==> src/rtl/lizwiz_input_pkg.sv <==
// Shared scancodes, input-byte bit positions, coin FSM states and key-state payload
// for the lizwiz player-input front end.
package lizwiz_input_pkg;

    // Direction keys match on the low 8 bits so extended and plain codes both work
    localparam logic [7:0] SC_UP    = 8'h75;
    localparam logic [7:0] SC_DOWN  = 8'h72;
    localparam logic [7:0] SC_LEFT  = 8'h6B;
    localparam logic [7:0] SC_RIGHT = 8'h74;

    localparam logic [8:0] SC_SPACE   = 9'h029;
    localparam logic [8:0] SC_CTRL    = 9'h014;
    localparam logic [8:0] SC_START1A = 9'h005;
    localparam logic [8:0] SC_START1B = 9'h016;
    localparam logic [8:0] SC_START2A = 9'h006;
    localparam logic [8:0] SC_START2B = 9'h01E;
    localparam logic [8:0] SC_COIN1   = 9'h02E;
    localparam logic [8:0] SC_COIN2   = 9'h036;
    localparam logic [8:0] SC_UP2     = 9'h02D;
    localparam logic [8:0] SC_DOWN2   = 9'h02B;
    localparam logic [8:0] SC_LEFT2   = 9'h023;
    localparam logic [8:0] SC_RIGHT2  = 9'h034;
    localparam logic [8:0] SC_FIRE2   = 9'h01C;
    localparam logic [8:0] SC_TEST    = 9'h02C;

    localparam int unsigned IN0_UP    = 0;
    localparam int unsigned IN0_LEFT  = 1;
    localparam int unsigned IN0_RIGHT = 2;
    localparam int unsigned IN0_DOWN  = 3;
    localparam int unsigned IN0_TEST  = 4;
    localparam int unsigned IN0_COIN1 = 5;
    localparam int unsigned IN0_COIN2 = 7;

    localparam int unsigned IN1_UP2    = 0;
    localparam int unsigned IN1_LEFT2  = 1;
    localparam int unsigned IN1_RIGHT2 = 2;
    localparam int unsigned IN1_DOWN2  = 3;
    localparam int unsigned IN1_FIRE   = 4;
    localparam int unsigned IN1_START1 = 5;
    localparam int unsigned IN1_START2 = 6;
    localparam int unsigned IN1_FIRE2  = 7;

    typedef enum logic [1:0] {
        IDLE,
        PULSE,
        GAP
    } coin_state_e;

    typedef struct packed {
        logic up;
        logic down;
        logic left;
        logic right;
        logic space;
        logic ctrl;
        logic start1;
        logic start2;
        logic coin1;
        logic coin2;
        logic up2;
        logic down2;
        logic left2;
        logic right2;
        logic fire2;
        logic test;
    } key_state_t;

endpackage

==> src/rtl/lizwiz_coin_pulse.sv <==
// Coin pulse generator: rising edge of the trigger starts a fixed-length pulse followed by
// a mandatory gap; one request arriving while busy is remembered and served after the gap.
module lizwiz_coin_pulse
    import lizwiz_input_pkg::*;
#(
    parameter int unsigned COIN_PULSE_CYC = 2_400_000,
    parameter int unsigned COIN_GAP_CYC   = 2_400_000,
    parameter int unsigned CNT_W          = 22
) (
    input  logic clk_sys,
    input  logic reset_n,
    input  logic trig,
    output logic coin_c,
    output logic busy_c
);

    localparam logic [CNT_W-1:0] PULSE_LOAD = CNT_W'(COIN_PULSE_CYC - 1);
    localparam logic [CNT_W-1:0] GAP_LOAD   = CNT_W'(COIN_GAP_CYC - 1);

    coin_state_e      state_q, state_d;
    logic [CNT_W-1:0] cnt_q, cnt_d;
    logic             pending_q, pending_d;
    logic             trig_q;
    logic             req_c;

    assign req_c = trig & ~trig_q;

    always_ff @(posedge clk_sys or negedge reset_n) begin
        if (!reset_n) begin
            state_q   <= IDLE;
            cnt_q     <= '0;
            pending_q <= 1'b0;
            trig_q    <= 1'b0;
        end else begin
            state_q   <= state_d;
            cnt_q     <= cnt_d;
            pending_q <= pending_d;
            trig_q    <= trig;
        end
    end

    always_comb begin
        state_d   = state_q;
        cnt_d     = cnt_q;
        pending_d = pending_q;
        unique case (state_q)
            IDLE: begin
                if (req_c) begin
                    state_d = PULSE;
                    cnt_d   = PULSE_LOAD;
                end
            end
            PULSE: begin
                if (req_c) pending_d = 1'b1;
                if (cnt_q != '0) begin
                    cnt_d = cnt_q - CNT_W'(1);
                end else begin
                    state_d = GAP;
                    cnt_d   = GAP_LOAD;
                end
            end
            GAP: begin
                if (cnt_q != '0) begin
                    cnt_d = cnt_q - CNT_W'(1);
                    if (req_c) pending_d = 1'b1;
                end else if (pending_q || req_c) begin
                    // A request landing on the exit cycle is absorbed by this reload
                    state_d   = PULSE;
                    cnt_d     = PULSE_LOAD;
                    pending_d = 1'b0;
                end else begin
                    state_d = IDLE;
                end
            end
            default: state_d = IDLE;
        endcase
    end

    assign coin_c = (state_q == PULSE);
    assign busy_c = (state_q != IDLE);

endmodule

==> src/rtl/lizwiz_input_ctrl.sv <==
// Player-input front end: PS/2 toggle-stream decode, joystick merge, orientation remap,
// coin pulse generation and registered active-low input bytes for the core.
module lizwiz_input_ctrl
    import lizwiz_input_pkg::*;
#(
    parameter int unsigned COIN_PULSE_CYC = 2_400_000,
    parameter int unsigned COIN_GAP_CYC   = 2_400_000,
    parameter int unsigned CNT_W          = 22
) (
    input  logic        clk_sys,
    input  logic        reset_n,
    input  logic [10:0] ps2_key,
    input  logic [15:0] joy0,
    input  logic [15:0] joy1,
    input  logic        rotate,
    output logic [7:0]  in0_reg,
    output logic [7:0]  in1_reg,
    output logic        coin_busy
);

    key_state_t key_q;
    logic       old_tog_q, armed_q;
    logic [8:0] code;
    logic       pressed;

    logic up_m, down_m, left_m, right_m;
    logic up2_m, down2_m, left2_m, right2_m;
    logic start1_m, start2_m;
    logic coin1_c, busy_c;
    logic [7:0] in0_n, in1_n;
    logic unused_joy;

    assign code    = ps2_key[8:0];
    assign pressed = ps2_key[9];
    assign unused_joy = ^{joy0[15:7], joy1[15:7]};

    // First cycle out of reset only learns the toggle phase, so a stale event is never decoded
    always_ff @(posedge clk_sys or negedge reset_n) begin
        if (!reset_n) begin
            key_q     <= '0;
            old_tog_q <= 1'b0;
            armed_q   <= 1'b0;
        end else if (!armed_q) begin
            old_tog_q <= ps2_key[10];
            armed_q   <= 1'b1;
        end else if (ps2_key[10] != old_tog_q) begin
            old_tog_q <= ps2_key[10];
            if (code[7:0] == SC_UP)    key_q.up    <= pressed;
            if (code[7:0] == SC_DOWN)  key_q.down  <= pressed;
            if (code[7:0] == SC_LEFT)  key_q.left  <= pressed;
            if (code[7:0] == SC_RIGHT) key_q.right <= pressed;
            case (code)
                SC_SPACE:               key_q.space  <= pressed;
                SC_CTRL:                key_q.ctrl   <= pressed;
                SC_START1A, SC_START1B: key_q.start1 <= pressed;
                SC_START2A, SC_START2B: key_q.start2 <= pressed;
                SC_COIN1:               key_q.coin1  <= pressed;
                SC_COIN2:               key_q.coin2  <= pressed;
                SC_UP2:                 key_q.up2    <= pressed;
                SC_DOWN2:               key_q.down2  <= pressed;
                SC_LEFT2:               key_q.left2  <= pressed;
                SC_RIGHT2:              key_q.right2 <= pressed;
                SC_FIRE2:               key_q.fire2  <= pressed;
                SC_TEST:                key_q.test   <= pressed;
                default: ;
            endcase
        end
    end

    assign start1_m = key_q.start1 | joy0[5] | joy1[5];
    assign start2_m = key_q.start2 | joy0[6] | joy1[6];

    lizwiz_coin_pulse #(
        .COIN_PULSE_CYC (COIN_PULSE_CYC),
        .COIN_GAP_CYC   (COIN_GAP_CYC),
        .CNT_W          (CNT_W)
    ) u_coin (
        .clk_sys (clk_sys),
        .reset_n (reset_n),
        .trig    (start1_m | start2_m | key_q.coin1),
        .coin_c  (coin1_c),
        .busy_c  (busy_c)
    );

    // Merge keyboard with joysticks; Horz orientation rotates the direction set
    always_comb begin
        up_m     = key_q.up     | joy0[3];
        down_m   = key_q.down   | joy0[2];
        left_m   = key_q.left   | joy0[1];
        right_m  = key_q.right  | joy0[0];
        up2_m    = key_q.up2    | joy1[3];
        down2_m  = key_q.down2  | joy1[2];
        left2_m  = key_q.left2  | joy1[1];
        right2_m = key_q.right2 | joy1[0];
        in0_n = '0;
        in1_n = '0;
        in0_n[IN0_UP]     = rotate ? left_m  : up_m;
        in0_n[IN0_DOWN]   = rotate ? right_m : down_m;
        in0_n[IN0_LEFT]   = rotate ? down_m  : left_m;
        in0_n[IN0_RIGHT]  = rotate ? up_m    : right_m;
        in0_n[IN0_TEST]   = key_q.test;
        in0_n[IN0_COIN1]  = coin1_c;
        in0_n[IN0_COIN2]  = key_q.coin2;
        in1_n[IN1_UP2]    = rotate ? left2_m  : up2_m;
        in1_n[IN1_DOWN2]  = rotate ? right2_m : down2_m;
        in1_n[IN1_LEFT2]  = rotate ? down2_m  : left2_m;
        in1_n[IN1_RIGHT2] = rotate ? up2_m    : right2_m;
        in1_n[IN1_FIRE]   = key_q.space | key_q.ctrl | joy0[4];
        in1_n[IN1_START1] = start1_m;
        in1_n[IN1_START2] = start2_m;
        in1_n[IN1_FIRE2]  = key_q.fire2 | joy1[4];
    end

    always_ff @(posedge clk_sys or negedge reset_n) begin
        if (!reset_n) begin
            in0_reg   <= 8'hFF;
            in1_reg   <= 8'hFF;
            coin_busy <= 1'b0;
        end else begin
            in0_reg   <= ~in0_n;
            in1_reg   <= ~in1_n;
            coin_busy <= busy_c;
        end
    end

endmodule

==> config.mk <==
export PLATFORM = sky130hd
export DESIGN_NAME = lizwiz_input_ctrl
export DESIGN_NICKNAME = d
export VERILOG_FILES = /design/src/rtl/lizwiz_input_pkg.sv /design/src/rtl/lizwiz_coin_pulse.sv /design/src/rtl/lizwiz_input_ctrl.sv
export SDC_FILE = /design/constraint.sdc
export NUM_CORES = 1
export LEC_CHECK = 0
export CORE_UTILIZATION = 56
export CTS_CLUSTER_SIZE = 14
export DETAILED_ROUTE_END_ITERATION = 12
export PLACE_DENSITY = 0.94
export RECOVER_POWER = 50
export SYNTH_ARGS = -nofsm -noshare
export SYNTH_HDL_FRONTEND = slang
export SYNTH_SLANG_ARGS = --single-unit
==> constraint.sdc <==
create_clock -name clk_sys -period 4 [get_ports clk_sys]
set_input_delay 0.4 -clock clk_sys [delete_from_list [all_inputs] [get_ports clk_sys]]
set_output_delay 0.4 -clock clk_sys [all_outputs]
set_load 0.05 [all_outputs]
* After elaboration in Yosys (flattened, before gate mapping)
Index checks and enable logic that the tools add are counted.
** Operators by class
- $add $sub $neg :: 1
- Multiply operators :: 0
- Div/mod/pow operators :: 0
- Order comparisons :: 0
- Equal/unequal tests :: 26
- Shift-type cells :: 0
- Mux-type cells :: 24
- Bitwise gates (word level) :: 21
- Reduce and logical (&&, ||, !) cells :: 27
** Operators with widths (count)
- $mux W22 :: 4
- $eq A9 B6 Y1 const B :: 8
- $pmux W22 S3 :: 1
- $reduce_and A3 Y1 :: 18
- $eq A9 B5 Y1 const B :: 4
- $eq A8 B7 Y1 const B :: 4
- $reduce_bool A22 Y1 :: 1
- $sub A22 B1 Y22 const B :: 1
- $eq A9 B3 Y1 const B :: 2
- $or A1 B1 Y1 :: 17
- $not A8 Y8 :: 2
- $mux W1 :: 14
- $mux W2 :: 3
- $pmux W2 S3 :: 1
- $ne A2 B1 Y1 const B :: 2
- $ne A2 B2 Y1 const B :: 2
- $reduce_bool A2 Y1 :: 2
- $reduce_or A2 Y1 :: 2
- $ne A3 B1 Y1 const B :: 1
- $reduce_bool A3 Y1 :: 1
- $eq A2 B1 Y1 const B :: 1
- $eq A2 B2 Y1 const B :: 1
- $logic_not A2 Y1 :: 1
- $pmux W1 S2 :: 1
- 5 further kinds :: 5
** Word-level totals
- Flip-flop bits (word level) :: 61
- Latch bits :: 0
- RAM bits :: 0
- ROM bits :: 0
- Input port bits :: 46
- Output and inout bits :: 17
- Logic and storage cells :: 124
- Memories kept :: 0

* Logic depth before layout (Yosys ltp)
Gate-level depths: netlist (run 1).
- Word-level depth :: 9
- Mapped depth :: 8
- Depth with buffers taken out :: 6

* By module
Synthesis (run 1) repeated with hierarchy kept, for this count alone.
** Second synthesis, totals
- Cells, all modules :: 289
- Area, all modules :: 3134.3 µm²
** By module, submodules not included
- lizwiz_coin_pulse :: instances 1, cells each 169, area each 1642.8 µm², sequential area each 650.6 µm²
- lizwiz_input_ctrl :: instances 1, cells each 120, area each 1491.4 µm², sequential area each 869.6 µm²

* Least setup slack after synthesis (run 1)
No wires, ideal clock.
- Path type :: register to register
- From :: register u_coin.cnt_q[5]
- To :: register u_coin.cnt_q[19]
- Setup time :: 0.122 ns
- Data arrival time :: 1.847 ns
- Required time :: 3.878 ns
- Path slack :: 2.031 ns
- Cell stages (with the launch flop) :: 6
- Buffers on the path :: 0
- Clock period less this slack :: 1.969 ns
- Cell sequence :: dfrtp_1 -> nor4_4 -> nand4_4 -> o31ai_4 -> a21oi_2 -> a32o_1
** Between the ends
- Longest elaborated chain between the ends :: 3
- Elaborated cells between the ends (all ways) :: 7
- Those cells by class :: add/sub (1); eq/ne (1); mux (3); reduce/logical (2)
** RTL lines
- from (decl) :: RTL line lizwiz_coin_pulse.sv:21 : logic [CNT_W-1:0] cnt_q, cnt_d;
- from (signal assigned) :: RTL line lizwiz_coin_pulse.sv:36 : cnt_q <= cnt_d;
- $sub A22 B1 Y22 or $reduce_bool A22 Y1 (tied branches)
- $mux W22 (tied with other cells) :: RTL line lizwiz_coin_pulse.sv:63 : if (cnt_q != '0) begin
- $pmux W22 S3 or $reduce_and A3 Y1 (tied branches)
Several ways; a longest one is shown, not always the timed one.
A chain may end at the register's enable or synchronous reset.

* Final worst setup path (run 1)
- From :: register u_coin.cnt_q[6]
- To :: register u_coin.cnt_q[19]
The elaborated chain is that of the path after synthesis.

==> results of run 1 <==
[final cells by class]
| class | instances | share of cell area |
|---|---|---|
| Tap cell | 72 | 0.0237 |
| Inverter | 13 | 0.0128 |
| Clock inverter | 4 | 0.0125 |
| Clock buffer | 12 | 0.0408 |
| Multi-Input combinational cell | 220 | 0.395 |
| Sequential cell | 60 | 0.400 |
| Timing Repair Buffer | 45 | 0.115 |
[report_power, final]
| group | switching, W | internal, W |
|---|---|---|
| combinational | 0.000308 | 0.000185 |
| clock | 0.000239 | 0.000320 |
| sequential | 0.0000288 | 0.000659 |
[logic make-up after synthesis]
kind of cell	synth area share
simple gates	0.208
buf+inv	0.0481
xor+xnor	0.00276
flops	0.479
mux	0.0817
compound gates	0.155
fa+ha+maj	0.0237
other cells	0.00118
[stage by stage]
stage	util	hold WS, ns	worst slack [ns]	power [W]
after global routing	0.695	0.396	1.18	0.00182
after detailed placement	0.657	0.368	1.27	0.00119
after global placement	0.657	0.359	1.35	0.00116
after CTS	0.695	0.377	1.38	0.00175
after floorplan	-	0.104	2.03	0.00108
final	0.695	0.379	1.34	0.00174
[routing by layer]
metal  track usage  up-vias
met3        0.0810       27
met2         0.451      159
met5             0        -
met4         0.123        0
met1         0.293     1268
li1              -     1206
[critical path, delay by kind of cell (launching register included)]
kind | cells | cell delay, ns
AND/OR/NAND/NOR | 2 | 0.73
flip-flops | 1 | 0.43
AO/OA/AOI/OAI | 3 | 1.39
[cell usage after synthesis, types with 2 or more instances]
library cell,count
a2bb2oi_1,7
buf_4,3
o22a_1,10
a22oi_1,6
a22o_1,2
o21ai_0,4
o211ai_1,2
o31a_1,2
nand3b_1,2
dfrtp_1,45
a31oi_1,3
mux2_2,23
a21oi_1,12
nor4_1,7
buf_6,5
nand4_1,2
nor2b_1,3
o22ai_1,6
ha_1,6
nand2_1,21
nand3_1,8
clkbuf_1,4
dfstp_2,15
nand4b_1,3
or3_1,5
nand2b_1,7
nor3_1,22
nor2_1,33
inv_1,13
[path summary, 6_finish.rpt]
path	start	endpoint	slack (ns)	cells after the start
worst max register to register	u_coin.cnt_q[6]	u_coin.cnt_q[19]	1.34	5
min in group asynchronous	reset_n	u_coin.cnt_q[15]	0.78	2
worst max-delay path	u_coin.cnt_q[6]	u_coin.cnt_q[19]	1.34	5
max in group asynchronous	reset_n	u_coin.cnt_q[3]	1.69	3
worst min register to register	key_q[1]	in1_reg[7]	0.38	1
worst min-delay path	key_q[1]	in1_reg[7]	0.38	1
==> out/qor.yml, run 1 <==
placement:
  placedCellCount: 409
  hpwl_mm: 4.92
  portBuffers: 43
  post_dp_cell_area_um2: 3590
  place.gp.congestion: 0.886
final_layout:
  antenna_cells: 0
  seqCellArea_um2: 1520
  final_common_cell: "dfrtp_1"
  final_cell_mix: "45 x dfrtp_1, 37 x clkdlybuf4s50_1, 33 x nor2_1"
  fin_cells: 426
  final_area_um2: 3800
  multi_input_area_um2: 1500
  drive_above_1_share: 0.189
  syn2layout_area_growth_pct: 19.9
  fillCellCount: 419
  nNetsFinal: 401
  largest_reg_flops: 22
logic_synthesis:
  synth_edf_count: 0
  yosysTopAreaCellShare: 0.355
  syn_area_um2: 3170
  ys.flop_type: "dfrtp_1"
  synth.distinct_cells: 53
  yosysSeqAreaShare: 0.479
  avgSynthCellArea_um2: 10.4
  syn_inst: 305
  yosys_warnings: 0
  yosysTopAreaCell: "dfrtp_1"
  synthArstFlopShare: 1.00
  synthTopCellsByArea: "dfrtp_1 36%, dfstp_2 12%, mux2_2 8.2%"
  ys_seq_elements: 60
timing:
  maxSlewViolCount: 0
  rsz0062_at_grt: "false"
  fin_crit_sh: 0.664
  period_needed_ns: 2.66
  fmax_mhz: 377
  hold_viol: 0
  setup_viol: 0
  slew_headroom: 0.278
  tightest_slew_ns: 1.08
  tns_ns: 0
  clock_skew_ns: 0.00492
clocking:
  clock_path_buffers: 2
  path_clk_slew_ns: 0.07
  cts_sinks: 60
  root_buffer: "clkbuf_8"
  cts_setup_buffers: 0
  clkLatencyLatePin_ns: 0.34
  post_cts_resize_count: 0
  cts_tree: "built"
  numCtsBuffers: 9
  cts-hold-fix-buffers: 1
  cts_max_level: 3
critical_path:
  cp_slowest_stage_delay_ns: 0.78
  cp-start-kind: "flop"
  cp.arrival_ns: 2.88
  path_cells: "nor3_1 > nand4_4 > o31ai_4 > a21oi_2 > a32o_1"
  crit_slowest_cell: "o31ai_4"
  path_class: "flop to flop"
  end_kind: "flop"
  cp.required_ns: 4.23
  crit_fanout: 17
hold_path:
  hold_path_class: "flop to flop"
floorplanning:
  fp.dieH_um: 77.2
  ios: 63
  die_w_um: 77.2
  rows: 27
  core_area_um2: 5470
  dieArea_um2: 5970
  initial_core_util: 0.579
grt:
  grt_pass1_vias: 2710
  grt_pass1_wl_mm: 12.0
  grt_util_all_layers: 0.262
  antenna_found_initial: 0
  grt_start_max_net_pins: 41
  grt-ovfl-total: 0
route:
  wire_per_inst_um: 16.4
  ant_nets: 0
  drt_iter0_markers: 282
  wl_met1_mm: 2.55
  wl_mm: 6.97
  wl_met3_um: 622
  dr.pass1.iters: 5
  vias_per_cell: 6.24
  wl_met2_mm: 3.63
  num_vias: 2660
  top_layer: "met4"
  drc: 0
pwr:
  powerDensity_nw_per_um2: 458
  p_leak_nw: 1.48
  ir_drop_uv: 292
run_status:
  outcome: "complete, no violations"
run:
  cap_violations: 0
Power figures use the tool's default switching activity.
==> run 2: changes to the inputs <==
--- a/config.mk
+++ b/config.mk
@@ -5,10 +5,10 @@
 export SDC_FILE = /design/constraint.sdc
 export NUM_CORES = 1
 export LEC_CHECK = 0
-export CORE_UTILIZATION = 56
+export CORE_UTILIZATION = 47
 export CTS_CLUSTER_SIZE = 14
 export DETAILED_ROUTE_END_ITERATION = 12
-export PLACE_DENSITY = 0.94
+export PLACE_DENSITY = 0.85
 export RECOVER_POWER = 50
 export SYNTH_ARGS = -nofsm -noshare
 export SYNTH_HDL_FRONTEND = slang
==> constraint.sdc (replaced) <==
create_clock -name clk_sys -period 2.15 [get_ports clk_sys]
set_input_delay 0.215 -clock clk_sys [delete_from_list [all_inputs] [get_ports clk_sys]]
set_output_delay 0.215 -clock clk_sys [all_outputs]
set_load 0.05 [all_outputs]
==> out/qor.yml, run 2 (synthesized netlist as in run 1, its figures left out) <==
final_layout:
  syn2layout_area_growth_pct: 31.2
  final_common_cell: "dfrtp_1"
  antenna_cells: 0
  fillCellCount: 494
  largest_reg_flops: 22
  final_area_um2: 4160
  nNetsFinal: 439
  fin_cells: 469
  multi_input_area_um2: 1520
  seqCellArea_um2: 1520
  drive_above_1_share: 0.268
  post-route-util: 0.648
  final_cell_mix: "45 x dfrtp_1, 40 x clkdlybuf4s50_1, 36 x buf_4"
clocking:
  path_clk_slew_ns: 0.07
  cts_max_level: 3
  clkLatencyLatePin_ns: 0.34
  numCtsBuffers: 9
  root_buffer: "clkbuf_8"
  cts_sinks: 60
  cts_tree: "built"
  cts_setup_buffers: 0
  clock_path_buffers: 2
route:
  wl_met1_mm: 3.08
  vias_per_cell: 5.78
  top_layer: "met4"
  ant_nets: 0
  wl_mm: 7.60
  wire_per_inst_um: 16.2
  num_vias: 2711
  drt_iter0_markers: 217
  drc: 4
  wl_met3_um: 455
  dr.pass1.iters: 9
  wl_met2_mm: 3.95
critical_path:
  end_kind: "flop"
  crit_cells: 5
  crit_start: "u_coin.cnt_q[3]"
  cp.required_ns: 2.37
  cp.arrival_ns: 2.28
  cp-endpoint: "u_coin.cnt_q[14]"
  r2r_start: "u_coin.cnt_q[3]"
  worst-r2r-cell-count: 5
  crit_slowest_cell: "o31a_1"
  path_class: "flop to flop"
  reg2reg_slack_ns: 0.09
  cp_top_family: "compound AO/OA/AOI/OAI gates"
  cp-start-kind: "flop"
  r2r_end: "u_coin.cnt_q[14]"
  crit_buf_inv: 0
  cp_slowest_stage_delay_ns: 0.43
  crit_fanout: 11
  path_cells: "nor4_4 > nand4_4 > o31a_1 > o21ai_4 > o22ai_1"
floorplanning:
  initial_core_util: 0.494
  dieArea_um2: 7080
  ios: 63
  rows: 29
  core_area_um2: 6420
  die_w_um: 84.1
  fp.dieH_um: 84.1
grt:
  grt_start_max_net_pins: 38
  grt_pass1_wl_mm: 12.7
  grt_util_all_layers: 0.230
  grt-ovfl-total: 0
  grt_pass1_vias: 2792
  antenna_found_initial: 0
timing:
  hold_viol: 0
  rsz0062_at_grt: "true"
  slew_headroom: 0.103
  period_needed_ns: 2.06
  fmax_mhz: 485
  setup_viol: 0
  tightest_slew_ns: 1.34
  maxSlewViolCount: 0
  clock_skew_ns: 0.00712
  fin_crit_sh: 0.959
pwr:
  p_int_w: 0.00241
  p_leak_nw: 1.68
  power_frac_seq: 0.363
  ir_drop_uv: 590
  combinationalPowerShare: 0.318
  powerDensity_nw_per_um2: 853
  clockPowerShare: 0.319
  sw_frac_of_total: 0.322
  power_w: 0.00355
  p_switching_w: 0.00114
placement:
  place.gp.congestion: 0.924
  hpwl_mm: 5.42
  post_dp_cell_area_um2: 3910
  placedCellCount: 452
  portBuffers: 43
run_status:
  failed_checks: "design-rule violations"
  outcome: "complete, but fails checks"
hold_path:
  hold_path_class: "primary input to flop"
run:
  cap_violations: 0
==> run 2: changes by cell type in the layout (fill, tap and decap cells not counted), moves of 2 or more <==
| cell | before | now |
|---|---|---|
| buf_4 | 0 | 36 |
| clkdlybuf4s50_1 | 37 | 40 |
| dlygate4sd3_1 | 6 | 3 |
| buf_12 | 0 | 2 |
==> run 2: repair_timing <==
item | 4_1_cts | 5_1_grt
hold endpoints to repair | 17 | 0
gates resized for setup | 0 | 3
hold buffers | 1 | 0
endpoints found under the setup margin | 0 | 16
==> run 2: worst min path at each step <==
stage                       to         from  slack, ns  cells past startpoint
finish              in1_reg[7]      joy1[4]       0.37                      2
global route        in1_reg[4]      joy0[4]       0.37                      2
CTS                  old_tog_q  ps2_key[10]       0.34                      1
detailed placement   coin_busy      reset_n       0.24                      1
global placement     coin_busy      reset_n       0.23                      1
floorplan              armed_q      reset_n      -0.08                      0
==> run 2: metal layers <==
metal  vias up  track usage
met4         0       0.0878
met5         -            0
met1      1313        0.264
li1       1284            -
met2       102        0.400
met3        12       0.0757
==> run 2: power by group through the flow <==
stage / clock [W] / sequential, W / combinational, W
after floorplan: 0 / 0.00141 / 0.000593
after global placement: 0 / 0.00130 / 0.00105
after detailed placement: 0 / 0.00130 / 0.00110
after CTS: 0.00115 / 0.00128 / 0.00111
after global routing: 0.00120 / 0.00129 / 0.00122
final: 0.00113 / 0.00129 / 0.00113
==> run 2: metrics by stage <==
stage                     setup TNS (ns)  hold slack (ns)  setup slack [ns]
after floorplan                        0          -0.0806             0.181
after global routing             -0.0126            0.367           -0.0126
after CTS                              0            0.345            0.0251
after global placement                 0            0.228            0.0405
final                                  0            0.372            0.0883
after detailed placement        -0.00170            0.240          -0.00170
==> run 2: final cells by class <==
| type | instances | area share |
|---|---|---|
| repair buffers | 83 | 0.181 |
| flip-flops and latches | 60 | 0.366 |
| clock buffers | 12 | 0.0349 |
| well taps | 77 | 0.0232 |
| clock inverters | 4 | 0.0174 |
| multi-input cells | 220 | 0.366 |
| inverters | 13 | 0.0117 |
